$ cat config.mk
export PLATFORM = sky130hd
export DESIGN_NAME = instruction_fetch_unit
export DESIGN_NICKNAME = d
export VERILOG_FILES = /design/src/rtl/pipeline_defs_pkg.sv /design/src/rtl/if_id_register.sv /design/src/rtl/instruction_fetch_unit.sv
export SDC_FILE = /design/constraint.sdc
export NUM_CORES = 1
export LEC_CHECK = 0
export BUFFER_PORTS_ARGS = -buffer_cell sky130_fd_sc_hd__buf_2
export CAP_MARGIN = 20
export CORE_MARGIN = 2
export CORE_UTILIZATION = 45
export DETAILED_ROUTE_END_ITERATION = 16
export GPL_TIMING_DRIVEN = 0
export PLACE_DENSITY_LB_ADDON = 0.15
export SLEW_MARGIN = 25
export SYNTH_ARGS = -nofsm -noshare
export SYNTH_HDL_FRONTEND = slang
export SYNTH_SLANG_ARGS = --single-unit
$ cat constraint.sdc
create_clock -name clk -period 2.1 [get_ports clk]
set_input_delay 0.525 -clock clk [delete_from_list [all_inputs] [get_ports clk]]
set_output_delay 0.525 -clock clk [all_outputs]
set_load 0.01 [all_outputs]
$ cat src/rtl/pipeline_defs_pkg.sv
// ============================================================================
// pipeline_defs : field positions, fetch FSM encoding and constants shared by
//                 the instruction fetch stage.   Revision: 1.0
// ============================================================================
`default_nettype none

package pipeline_defs;

  localparam int OPC_HI = 15;
  localparam int OPC_LO = 12;
  localparam int OP1_HI = 11;
  localparam int OP1_LO = 8;
  localparam int OP2_HI = 7;
  localparam int OP2_LO = 4;
  localparam int FC_HI  = 3;
  localparam int FC_LO  = 0;

  typedef enum logic [1:0] {
    FETCH  = 2'd0,
    TRAP   = 2'd1,
    HALTED = 2'd2
  } fetch_state_t;

  localparam logic [15:0] NOP_WORD           = 16'h0000;
  localparam logic [15:0] DEFAULT_EXC_VECTOR = 16'h0060;

  // Instructions are halfword aligned, so a redirect never lands on an odd byte.
  function automatic logic [15:0] align_target(input logic [15:0] addr);
    return {addr[15:1], 1'b0};
  endfunction

endpackage

`default_nettype wire

$ cat src/rtl/if_id_register.sv
// ============================================================================
// if_id_register : IF/ID pipeline register with load / hold / flush control.
//                  Revision: 1.0
// ============================================================================
`default_nettype none

module if_id_register
  import pipeline_defs::*;
(
  input  logic        clk,
  input  logic        reset,
  input  logic        load,
  input  logic        flush,
  input  logic [15:0] instr,
  input  logic [15:0] pc,
  output logic [3:0]  opcode,
  output logic [3:0]  op1,
  output logic [3:0]  op2,
  output logic [3:0]  function_code,
  output logic [15:0] if_id_pc,
  output logic        valid
);

  // Flush wins over load; neither asserted means hold every field.
  always_ff @(posedge clk or posedge reset) begin
    if (reset) begin
      opcode        <= 4'h0;
      op1           <= 4'h0;
      op2           <= 4'h0;
      function_code <= 4'h0;
      if_id_pc      <= 16'h0000;
      valid         <= 1'b0;
    end else if (flush) begin
      opcode        <= NOP_WORD[OPC_HI:OPC_LO];
      op1           <= NOP_WORD[OP1_HI:OP1_LO];
      op2           <= NOP_WORD[OP2_HI:OP2_LO];
      function_code <= NOP_WORD[FC_HI:FC_LO];
      valid         <= 1'b0;
    end else if (load) begin
      opcode        <= instr[OPC_HI:OPC_LO];
      op1           <= instr[OP1_HI:OP1_LO];
      op2           <= instr[OP2_HI:OP2_LO];
      function_code <= instr[FC_HI:FC_LO];
      if_id_pc      <= pc;
      valid         <= 1'b1;
    end
  end

endmodule

`default_nettype wire

$ cat src/rtl/instruction_fetch_unit.sv
// ============================================================================
// instruction_fetch_unit : IF stage owning the PC, redirect/trap/halt FSM and
//                          the IF/ID register.   Revision: 1.0
// ============================================================================
`default_nettype none

module instruction_fetch_unit
  import pipeline_defs::*;
#(
  parameter logic [15:0] RESET_PC   = 16'h0000,
  parameter logic [15:0] EXC_VECTOR = DEFAULT_EXC_VECTOR,
  parameter logic [15:0] PC_STEP    = 16'd2
) (
  input  logic        clk,
  input  logic        reset,
  output logic [15:0] imem_addr,
  input  logic [15:0] imem_data,
  input  logic        stall,
  input  logic        branch_taken,
  input  logic        jump,
  input  logic [15:0] target,
  input  logic        halt,
  input  logic        overflow,
  output logic [3:0]  opcode,
  output logic [3:0]  op1,
  output logic [3:0]  op2,
  output logic [3:0]  function_code,
  output logic [15:0] if_id_pc,
  output logic        valid,
  output logic        halted,
  output logic [15:0] exc_pc
);

  fetch_state_t state;
  logic [15:0]  pc;
  logic         redirect;
  logic         in_fetch;
  logic         ifid_load;
  logic         ifid_flush;

  assign imem_addr = pc;
  assign redirect  = branch_taken | jump;
  assign in_fetch  = (state == FETCH);

  // TRAP always inserts a bubble; in FETCH any event other than a bare stall kills the slot.
  assign ifid_flush = (state == TRAP) | (in_fetch & (overflow | halt | redirect));
  assign ifid_load  = in_fetch & ~overflow & ~halt & ~redirect & ~stall;

  always_ff @(posedge clk or posedge reset) begin
    if (reset) begin
      state  <= FETCH;
      pc     <= RESET_PC;
      halted <= 1'b0;
      exc_pc <= 16'h0000;
    end else begin
      case (state)
        FETCH: begin
          if (overflow) begin
            pc     <= EXC_VECTOR;
            exc_pc <= align_target(target);
            state  <= TRAP;
          end else if (halt) begin
            halted <= 1'b1;
            state  <= HALTED;
          end else if (redirect) begin
            pc <= align_target(target);
          end else if (!stall) begin
            pc <= pc + PC_STEP;
          end
        end
        TRAP:    state <= FETCH;
        HALTED:  state <= HALTED;
        default: state <= FETCH;
      endcase
    end
  end

  if_id_register u_if_id (
    .clk           (clk),
    .reset         (reset),
    .load          (ifid_load),
    .flush         (ifid_flush),
    .instr         (imem_data),
    .pc            (pc),
    .opcode        (opcode),
    .op1           (op1),
    .op2           (op2),
    .function_code (function_code),
    .if_id_pc      (if_id_pc),
    .valid         (valid)
  );

endmodule

`default_nettype wire

==> metrics.csv, run 1 <==
stage,metric,value,unit
run_status,outcome,"complete, no violations",
place,portBuffers,100,
place,gp_congestion,0.986,
grt,grt_max_degree,28,
final_layout,syn_to_final_growth,30.6,%
drt,dr_wl_met2,3280,um
drt,route.layer.met1.wl,3290,um
timing,period_needed,2.00,ns
worst_setup_path,worstPathRequired,2.33,ns
drt,vias,2446,
floorplanning,die_h,85.1,um
timing,rsz0062_at_grt,false,
timing,setup_ws,0.0980,ns
timing,tightestPinTransition,0.737,ns
worst_setup_path,critPathCaptureType,flop,
final_layout,fin_cells,445,
timing,setup_violations,0,
worst_setup_path,crit_chain,"or2_2, buf_2, or4_4, buf_6, mux2_4",
place,dp.cells,427,
logic_synthesis,ys_warn_count,0,
place,hpwl,5360,um
clocking,clock_latency,0.35,ns
timing,hold_viol,0,
logic_synthesis,synth_seq_cells,65,
grt,gr-total-overflow,0,
clocking,cts_tree,done,
timing,setup_tns,0,ns
logic_synthesis,synthCells,246,
floorplanning,ios,105,
clocking,cts_inserted_buffers,9,
grt,grt_use_total,21.3,%
drt,ant_nets,0,
timing,clock_skew,0.0102,ns
clocking,holdBufCountCts,0,
power_and_ir_drop,total_power,4530,uW
power_and_ir_drop,ir_drop,0.574,mV
worst_setup_path,cp-start-kind,flop,
grt,first_global_vias,2349,
worst_setup_path,r2r_cells,5,
worst_setup_path,crit_fanout,10,
final_layout,nets,403,
grt,grt_antenna_before_repair,0,
drt,wl_met3,603,um
logic_synthesis,syn_avg_cell_area,12.0,um^2
logic_synthesis,seq_area_frac_synth,54.9,%
timing,worst_hold_slack,0.181,ns
floorplanning,die_area,0.00724,mm^2
worst_setup_path,crit_path_max_incr_delay,0.45,ns
clocking,clockRootBuffer,clkbuf_8,
worst_setup_path,rr_endpoint,u_if_id.if_id_pc[1],
clocking,htree_num_levels,3,
drt,post_drt_via_cell_ratio,5.50,
floorplanning,die_width,85.1,um
floorplanning,num_rows,29,
worst_setup_path,path_class,flop to flop,
clocking,cts_buffer_depth,2,
worst_setup_path,r2r_start,state[1],
power_and_ir_drop,p_leak,0.00195,uW
run,drv_cap,0,
logic_synthesis,synth_cell_types,45,
worst_setup_path,cp_data_arrival_time,2.23,ns
worst_setup_path,crit_path_top_delay_cell,dfrtp_1,
timing,slew_viol_final,0,
drt,drc,0,
worst_setup_path,reg2reg_slack,0.1,ns
worst_setup_path,crit_family,simple AND/OR/NAND/NOR gates,
worst_setup_path,cp-endpoint,u_if_id.if_id_pc[1],
worst_setup_path,path_buf_inv,2,
place,post-place-ws,-0.347,ns
drt,wl,7270,um
final_layout,layout-drive-gt1-share,45.4,%
timing,max_freq,499,MHz
final_layout,diodes,0,
worst_setup_path,crit_start,state[1],
drt,wl_per_cell,16.3,um
timing,finalCritPeriodShare,95.3,%
power_and_ir_drop,power.density,1170,mW/mm^2
min_path,hold_class,input pin to asynchronous set/reset pin,
timing,max-slew-margin-rel,50.7,%
clocking,clk_pin_slew_worst_paths,0.07,ns
worst_setup_path,path_depth,5,
floorplanning,start_util,46.6,%
grt,grt_pass1_wl,12000,um
logic_synthesis,synth_area,0.00296,mm^2
drt,drtPass1Iterations,4,
drt,dr.first_iter.drc_count,107,
clocking,clock_sinks,65,
floorplanning,coreArea,0.00635,mm^2
drt,top_layer,met4,
metal layers:
layer,up-vias,GRT usage (%)
li1,1161,-
met1,1175,31.3
met2,102,30.4
met3,8,5.35
met4,0,8.08
met5,-,0
how the worst min path moves through the flow:
stage                                     endpoint      from  depth (start not counted)  slack (ns)
final                     u_if_id.function_code[2]     reset                          2        0.18
after global routing      u_if_id.function_code[2]     reset                          2        0.22
after CTS                 u_if_id.function_code[2]     reset                          2        0.19
after detailed placement                    halted    halted                          1        0.45
after global placement                      halted    halted                          1        0.43
after floorplan                           state[1]  state[0]                          1        0.45
layout by cell type, fill, tap and decap left out, drive strengths merged, types with 2 or more instances in the layout:
cell type	instances
nor4	10
buf	114
nand3	7
bufinv	2
nor3	5
o22a	2
conb	3
mux2i	3
dfrtp	65
a32o	2
or4	4
nand2	16
nand3b	2
inv	5
o21ai	11
a21o	3
clkinv	3
o2bb2ai	3
a21oi	9
or2	2
a22o	20
nor2	12
clkbuf	14
mux2	30
nand4	3
kinds of logic (layout without fill, tap and decap cells):
| group | Yosys count | after routing | share of synthesized area, % |
|---|---|---|---|
| buf+inv | 19 | 139 | 3.59 |
| compound gates | 60 | 60 | 14.8 |
| fa+ha+maj | 1 | 1 | 0.423 |
| other cells | 1 | 3 | 0.127 |
| simple gates | 67 | 67 | 12.5 |
| flops | 65 | 65 | 54.9 |
| mux | 33 | 33 | 13.6 |
state kept, by name, summed over array words and instances (netlist names):
register,count
u_if_id.opcode,4
imem_addr,15
u_if_id.function_code,4
halted,1
exc_pc,15
u_if_id.op2,4
u_if_id.if_id_pc,15
u_if_id.valid,1
u_if_id.op1,4
state,2
synthesized netlist by cell type, drive strengths merged:
master / n / area share [%]
dfrtp: 65 / 55
mux2: 30 / 13
a22o: 20 / 5.9
nand2: 16 / 2.0
nor2: 12 / 1.5
o21ai: 11 / 1.9
buf: 10 / 2.5
nor4: 10 / 2.6
a21oi: 9 / 1.5
nand3: 7 / 1.2
inv: 5 / 0.63
nor3: 5 / 0.85
clkbuf: 4 / 0.51
or4: 4 / 1.1
a21o: 3 / 0.76
mux2i: 3 / 1.0
nand4: 3 / 0.63
o2bb2ai: 3 / 0.89
a32o: 2 / 0.68
nand3b: 2 / 0.51
o22a: 2 / 0.59
or2: 2 / 0.42
a211o: 1 / 0.30
a211oi: 1 / 0.25
a2bb2oi: 1 / 0.30
a31oi: 1 / 0.21
and2b: 1 / 0.25
conb: 1 / 0.13
ha: 1 / 0.42
nand4b: 1 / 0.30
nor2b: 1 / 0.21
nor4b: 1 / 0.30
o2111ai: 1 / 0.30
o211ai: 1 / 0.25
o21bai: 1 / 0.25
o221ai: 1 / 0.30
o22ai: 1 / 0.21
o31ai: 1 / 0.25
or3: 1 / 0.21
or4b: 1 / 0.34
repair_timing:
item                       CTS  global route
resized for setup            3             1
setup endpoints to repair   11             9
buffers inserted             2             0
pin swaps                    1             0
hold endpoints to repair     0             0
layout make-up:
cell class,count,area [um^2]
clock buffer,10,128
multi-input combinational,164,1250
fill,553,2480
buffer,14,90.1
tap,77,96.3
clock inverter,6,91.3
inverter,5,22.5
sequential,65,1630
timing repair buffer,104,563
power by group:
| group | switching [uW] | internal (uW) | leakage [uW] | total (uW) |
|---|---|---|---|---|
| clock | 493 | 674 | 0.000111 | 1170 |
| combinational | 724 | 694 | 0.000996 | 1420 |
| sequential | 328 | 1610 | 0.000840 | 1940 |
metrics by stage:
stage,area [um^2],utilization (%)
finish,3860,60.9
global route,3860,60.9
CTS,3860,60.8
detailed placement,3620,56.9
global placement,3570,56.2
floorplan,2970,-
Note: power is estimated with default switching activity, not from simulation.
==> run 2: changes to the inputs <==
- ABC_AREA: not set -> 1
- CORE_UTILIZATION: 45 -> 46
==> run 2 against run 1 <==
Non-clock buffer count rose by 1; hold slack better by 0.032 ns; setup slack better by 0.44 ns; global-route usage shrank 0.64 points; register-to-register slack gained 0.44 ns; clock skew is 0.0011 ns lower; sequential power is essentially flat; clock power fell by 17%; maximum frequency up 29%; largest power group unchanged; highest routed layer unchanged.
==> metrics.csv, run 2 <==
stage,metric,value,unit,change
clocking,clk_pin_slew_worst_paths,0.07,ns,about the same
logic_synthesis,ys_warn_count,0,,unchanged
clocking,clock_sinks,65,,unchanged
timing,clock_skew,0.00911,ns,was 0.0102 ns
logic_synthesis,synth_top_area_share,51.0,%,was 54.9%
final_layout,syn_to_final_growth,26.3,%,was 30.6%
grt,grt_pass1_wl,12300,um,was 12000 um
grt,gr-total-overflow,0,,unchanged
drt,drtPass1Iterations,4,,unchanged
logic_synthesis,synthTopCellsByArea,"dfrtp_1 (51%), nand2_1 (11%), inv_1 (5.8%)",,"was dfrtp_1 (55%), mux2_2 (8.0%), a22o_1 (5.9%)"
worst_setup_path,crit_fanout,5,,was 10
timing,rsz0062_at_grt,false,,unchanged
drt,vias,2737,,was 2446
worst_setup_path,crit_chain,"ha_1, nand2_1, nor2_1, nand2_1, o21bai_1, nand3_1, nand2_1, nand2_1",,"was or2_2, buf_2, or4_4, buf_6, mux2_4"
drt,wl_met3,383,um,was 603 um
worst_setup_path,critPathCaptureType,flop,,unchanged
timing,setup_ws,0.543,ns,was 0.0980 ns
worst_setup_path,cp_data_arrival_time,1.78,ns,was 2.23 ns
grt,grt_use_total,20.6,%,was 21.3%
drt,wl,7440,um,was 7270 um
logic_synthesis,async_flop_share,100,%,unchanged
floorplanning,num_rows,30,,was 29
clocking,cts_resized,0,,was 3
drt,top_layer,met4,,unchanged
timing,setup_tns,0,ns,unchanged
worst_setup_path,crit_path_top_delay_cell,dfrtp_1,,unchanged
power_and_ir_drop,pwr-share-seq,42.4,%,was 42.9%
power_and_ir_drop,net-switching-power,1790,uW,was 1540 uW
timing,finalCritPeriodShare,74.2,%,was 95.3%
run,drv_cap,0,,unchanged
drt,route.layer.met1.wl,3490,um,was 3290 um
place,place_area,0.00385,mm^2,was 0.00362 mm^2
floorplanning,die_area,0.00762,mm^2,was 0.00724 mm^2
clocking,cts_tree,done,,unchanged
drt,post_drt_via_cell_ratio,4.83,,was 5.50
logic_synthesis,synth_enable_flop_cells,0,,unchanged
power_and_ir_drop,intPower,2850,uW,was 2980 uW
final_layout,n_fill_cell,642,,was 553
power_and_ir_drop,p_leak,0.00219,uW,was 0.00195 uW
final_layout,diodes,0,,unchanged
power_and_ir_drop,p_comb_share,36.7,%,was 31.3%
power_and_ir_drop,clkPwrFrac,20.8,%,was 25.8%
worst_setup_path,path_class,flop to flop,,unchanged
drt,dr_wl_met2,3510,um,was 3280 um
clocking,cts_inserted_buffers,9,,unchanged
drt,wl_per_cell,13.1,um,was 16.3 um
logic_synthesis,synth-main-ff-cell,dfrtp_1,,unchanged
floorplanning,die_h,87.3,um,was 85.1 um
place,gp_congestion,0.822,,was 0.986
grt,grt_antenna_before_repair,0,,unchanged
place,post-place-ws,0.499,ns,was -0.347 ns
drt,drc,0,,unchanged
drt,ant_nets,0,,unchanged
timing,max_freq,642,MHz,was 499 MHz
logic_synthesis,seq_area_frac_synth,51.0,%,was 54.9%
place,hpwl,5790,um,was 5360 um
timing,period_needed,1.56,ns,was 2.00 ns
final_layout,final_common_cell,buf_2,,unchanged
power_and_ir_drop,netSwitchingFraction,38.6,%,was 34.1%
grt,grt_max_degree,30,,was 28
floorplanning,coreArea,0.00676,mm^2,was 0.00635 mm^2
final_layout,design_area,0.00403,mm^2,was 0.00386 mm^2
power_and_ir_drop,ir_drop,0.668,mV,was 0.574 mV
clocking,clockRootBuffer,clkbuf_8,,unchanged
logic_synthesis,syn_avg_cell_area,8.67,um^2,was 12.0 um^2
min_path,hold_class,input pin to asynchronous set/reset pin,,unchanged
clocking,cts_buffer_depth,2,,unchanged
grt,first_global_vias,2584,,was 2349
final_layout,layout-drive-gt1-share,34.1,%,was 45.4%
logic_synthesis,synth_area,0.00319,mm^2,was 0.00296 mm^2
timing,slew_viol_final,0,,unchanged
floorplanning,start_util,47.2,%,was 46.6%
final_layout,layout.cells.most_common_list,"buf_2 (103), nand2_1 (92), dfrtp_1 (65), inv_1 (48), nand3_1 (30)",,"was buf_2 (103), dfrtp_1 (65), mux2_2 (21), a22o_1 (20), nand2_1 (16)"
timing,hold_viol,0,,unchanged
logic_synthesis,synthTopCellsByCount,"nand2_1 (92), dfrtp_1 (65), inv_1 (49), nand3_1 (30), o21ai_1 (20)",,"was dfrtp_1 (65), mux2_2 (21), a22o_1 (20), nand2_1 (16), nor2_1 (12)"
run_status,outcome,"complete, no violations",,unchanged
worst_setup_path,worstPathRequired,2.32,ns,was 2.33 ns
logic_synthesis,synth_top_cell_by_area,dfrtp_1,,unchanged
logic_synthesis,synth_cell_types,30,,was 45
worst_setup_path,cpMostUsedCell,nand2_1,,
clocking,htree_num_levels,3,,unchanged
floorplanning,ios,105,,unchanged
logic_synthesis,synth_most_common_cell,nand2_1,,was dfrtp_1
worst_setup_path,crit_path_max_incr_delay,0.41,ns,was 0.45 ns
timing,setup_violations,0,,unchanged
drt,dr.first_iter.drc_count,130,,was 107
clocking,holdBufCountCts,0,,unchanged
floorplanning,die_width,87.3,um,was 85.1 um
logic_synthesis,synthCells,368,,was 246
clocking,postCtsSetupBuffers,0,,was 2
power_and_ir_drop,power.density,1150,mW/mm^2,was 1170 mW/mm^2
logic_synthesis,synth_seq_cells,65,,unchanged
clocking,clock_latency,0.33,ns,was 0.35 ns
worst_setup_path,cp-start-kind,flop,,unchanged
place,portBuffers,100,,unchanged
final_layout,nets,523,,was 403
## run 2: final timing paths
kind                               from        endpoint  slack (ns)  cells past startpoint
hold / removal                    reset  u_if_id.op2[0]        0.21                      2
setup / recovery           imem_addr[1]   imem_addr[11]        0.54                      8
setup reg to reg           imem_addr[1]   imem_addr[11]        0.54                      8
min in group clk              target[1]       exc_pc[1]        0.42                      3
max in group asynchronous         reset    imem_addr[4]        1.40                      3
hold reg to reg                state[0]        state[1]        0.44                      1
## run 2: power groups by stage
stage	sequential [uW]	combinational [uW]	clock, uW
after floorplan	2130	882	0
after global placement	1980	1680	0
after detailed placement	1980	1730	0
after CTS	1960	1730	989
after global routing	2020	1930	1050
final	1970	1700	966
## run 2: cell type report
class | instances | area, um^2 | share of cell area (%)
tap | 80 | 100 | 2.48
timing repair buffer | 102 | 548 | 13.6
clock inverter | 2 | 12.5 | 0.310
sequential | 65 | 1630 | 40.3
buffer | 17 | 161 | 4.00
inverter | 54 | 206 | 5.12
clock buffer | 13 | 169 | 4.19
multi-input combinational | 234 | 1210 | 30.0
## run 2: per-stage QoR
step | total power, uW | std cells | hold WS [ns] | util, %
after floorplan | 3010 | 370 | 0.423 | -
after global placement | 3660 | 550 | 0.433 | 56.3
after detailed placement | 3700 | 552 | 0.439 | 57.0
after CTS | 4680 | 567 | 0.223 | 59.7
after global routing | 5000 | 567 | 0.245 | 59.7
final | 4640 | 567 | 0.212 | 59.7
## run 2: metal layers
layer	vias to the layer above	GRT usage (%)
li1	1403	-
met1	1249	28.2
met2	81	33.3
met3	4	3.89
met4	0	6.43
met5	-	0
## run 2: critical path: cells and delay by family (launching register included)
family                   cells  cell delay, ns
AND/OR/NAND/NOR              6            0.68
flip-flops                   1            0.41
adder cells (fa/ha/maj)      1            0.21
AO/OA/AOI/OAI                1            0.14
## run 2: cells by family after synthesis
group | after synthesis | share of synthesized area [%]
AND/OR/NAND/NOR | 158 | 23.1
buffers and inverters | 71 | 11.4
AO/OA/AOI/OAI | 68 | 12.9
flip-flops | 65 | 51.0
XOR/XNOR | 4 | 1.10
adder cells (fa/ha/maj) | 1 | 0.392
other | 1 | 0.117
==> run 3: changes to the inputs <==
- clock period: 2.1 -> 1.4 ns (I/O delays scaled with it)
==> run 3 against run 2 <==
Final cell count grew 2.1%; via count rose by 2.9%; hold slack worse by 0.17 ns; sequential cell count unchanged; critical endpoint is now imem_addr[1]; die area is the same; count of clock-buffer cells in the layout stayed put; clock power grew 50%; routed wire length increased by 6.0%; non-clock buffer count rose by 11; critical path depth down 6.
==> metrics.csv, run 3 (synthesis results as in run 2) <==
stage,metric,value,unit,change
run_status,outcome,"complete, no violations",,unchanged
final_layout,final_common_cell,buf_2,,unchanged
floorplanning,ios,105,,unchanged
final_layout,layout-drive-gt1-share,42.1,%,was 34.1%
power_and_ir_drop,p_leak,0.00227,uW,was 0.00219 uW
timing,clock_skew,0.00778,ns,was 0.00911 ns
grt,grt_antenna_before_repair,0,,unchanged
floorplanning,num_rows,30,,unchanged
clocking,cts_inserted_buffers,9,,unchanged
clocking,clock_sinks,65,,unchanged
place,gp_congestion,0.822,,unchanged
worst_setup_path,crit_path_max_incr_delay,0.45,ns,was 0.41 ns
drt,vias,2816,,was 2737
floorplanning,die_width,87.3,um,unchanged
min_path,hold_class,input pin to asynchronous set/reset pin,,unchanged
worst_setup_path,r2r_start,imem_addr[2],,was imem_addr[1]
run,drv_cap,0,,unchanged
power_and_ir_drop,ir_drop,0.993,mV,was 0.668 mV
place,portBuffers,100,,unchanged
final_layout,layout.cells.most_common_list,"buf_2 (102), nand2_1 (82), dfrtp_1 (63), inv_1 (47), nand3_1 (21)",,"was buf_2 (103), nand2_1 (92), dfrtp_1 (65), inv_1 (48), nand3_1 (30)"
grt,grt_pass1_wl,12400,um,was 12300 um
final_layout,diodes,0,,unchanged
grt,grt_max_degree,30,,unchanged
worst_setup_path,critPathCaptureType,output port,,was flop
power_and_ir_drop,p_comb_share,39.2,%,was 36.7%
worst_setup_path,crit_path_top_delay_cell,dfrtp_2,,was dfrtp_1
timing,slew_viol_final,0,,unchanged
floorplanning,coreArea,0.00676,mm^2,unchanged
power_and_ir_drop,total_power,7310,uW,was 4640 uW
grt,first_global_vias,2619,,was 2584
worst_setup_path,crit_chain,"buf_6, buf_6",,"was ha_1, nand2_1, nor2_1, nand2_1, o21bai_1, nand3_1, nand2_1, nand2_1"
drt,wl,7890,um,was 7440 um
final_layout,nets,535,,was 523
power_and_ir_drop,power.density,1700,mW/mm^2,was 1150 mW/mm^2
drt,ant_nets,0,,unchanged
worst_setup_path,cp-start-kind,flop,,unchanged
clocking,cts_buffer_depth,2,,unchanged
drt,dr.first_iter.drc_count,127,,was 130
timing,finalCritPeriodShare,97.4,%,
drt,post_drt_via_cell_ratio,4.86,,was 4.83
clocking,clock_latency,0.33,ns,about the same
power_and_ir_drop,net-switching-power,2870,uW,was 1790 uW
clocking,clk_pin_slew_worst_paths,0.07,ns,about the same
clocking,cts_tree,done,,unchanged
floorplanning,die_area,0.00762,mm^2,unchanged
drt,wl_per_cell,13.6,um,was 13.1 um
drt,drc,0,,unchanged
place,hpwl,5790,um,unchanged
clocking,clockRootBuffer,clkbuf_8,,unchanged
power_and_ir_drop,clkPwrFrac,19.9,%,was 20.8%
worst_setup_path,crit_start,imem_addr[1],,unchanged
grt,grt_use_total,20.8,%,was 20.6%
clocking,htree_num_levels,3,,unchanged
timing,worst_hold_slack,0.0401,ns,was 0.212 ns
place,dp.cells,552,,unchanged
worst_setup_path,cpMostUsedCell,buf_6,,was nand2_1
drt,drtPass1Iterations,4,,unchanged
power_and_ir_drop,netSwitchingFraction,39.2,%,was 38.6%
worst_setup_path,worstPathRequired,1.05,ns,was 2.32 ns
worst_setup_path,crit_fanout,4,,was 5
worst_setup_path,cp_data_arrival_time,1.01,ns,was 1.78 ns
power_and_ir_drop,intPower,4440,uW,was 2850 uW
final_layout,fin_cells,579,,was 567
worst_setup_path,path_class,flop to output port,,was flop to flop
timing,setup_violations,0,,unchanged
floorplanning,die_h,87.3,um,unchanged
power_and_ir_drop,pwr-share-seq,40.9,%,was 42.4%
timing,setup_tns,0,ns,unchanged
floorplanning,start_util,47.2,%,unchanged
final_layout,syn_to_final_growth,34.9,%,was 26.3%
final_layout,postLayoutCoreUtil,63.7,%,was 59.7%
timing,rsz0062_at_grt,true,,was false
grt,gr-total-overflow,0,,unchanged
timing,max_freq,733,MHz,
timing,period_needed,1.36,ns,
timing,hold_viol,0,,unchanged
[run 3: cell count changes in the layout (fill, tap and decap cells not counted), sizes merged]
cell / change
buf: +10
clkbuf: +1
nand3: +1
[run 3: final timing paths]
kind	slack (ns)	end	cells past startpoint
worst min register to register	0.45	state[1]	1
worst max-delay path	0.04	imem_addr[1]	2
min in group clk	0.24	exc_pc[1]	3
max in group asynchronous	0.86	imem_addr[3]	3
worst max register to register	0.04	imem_addr[11]	8
worst min-delay path	0.04	u_if_id.op2[0]	2
[run 3: what timing repair did]
action / CTS / global route
endpoints found under the setup margin: 5 / 41
setup buffers: 2 / 6
hold buffers: 0 / 0
gates cloned: 0 / 4
gates resized for setup: 3 / 43
pin swaps: 0 / 12
[run 3: cell type report]
class	count	area (um^2)
inverters	54	206
clock inverters	2	12.5
repair buffers	113	666
multi-input cells	235	1360
plain buffers	17	165
fillers	604	2450
flip-flops and latches	65	1630
clock buffers	13	169
well taps	80	100
[run 3: stage by stage]
stage	area [um^2]	setup slack (ns)
after global routing	4310	-0.0810
after detailed placement	3850	-0.149
after global placement	3800	-0.153
after CTS	4060	0.00628
final	4310	0.0364
after floorplan	3200	0.0408
[run 3: power groups by stage]
stage / combinational (uW) / sequential (uW) / clock, uW
after floorplan: 1320 / 3200 / 0
after global placement: 2520 / 2970 / 0
after detailed placement: 2590 / 2970 / 0
after CTS: 2660 / 2940 / 1480
after global routing: 3200 / 3070 / 1570
final: 2870 / 2990 / 1450
[run 3: routing by layer]
metal | vias to the layer above | wire length [um] | GRT usage (%) | share of wire, %
met2 | 83 | 3830 | 33.8 | 49
met3 | 11 | 401 | 3.89 | 5.1
li1 | 1421 | - | - | -
met1 | 1301 | 3550 | 28.0 | 45
met5 | - | 0 | 0 | 0
met4 | 0 | 102 | 6.71 | 1.3
[run 3: worst max-delay path, delay by kind of cell (launching register included)]
| kind | cells | cell delay (ns) |
|---|---|---|
| DFF | 1 | 0.45 |
| buffers and inverters | 2 | 0.24 |
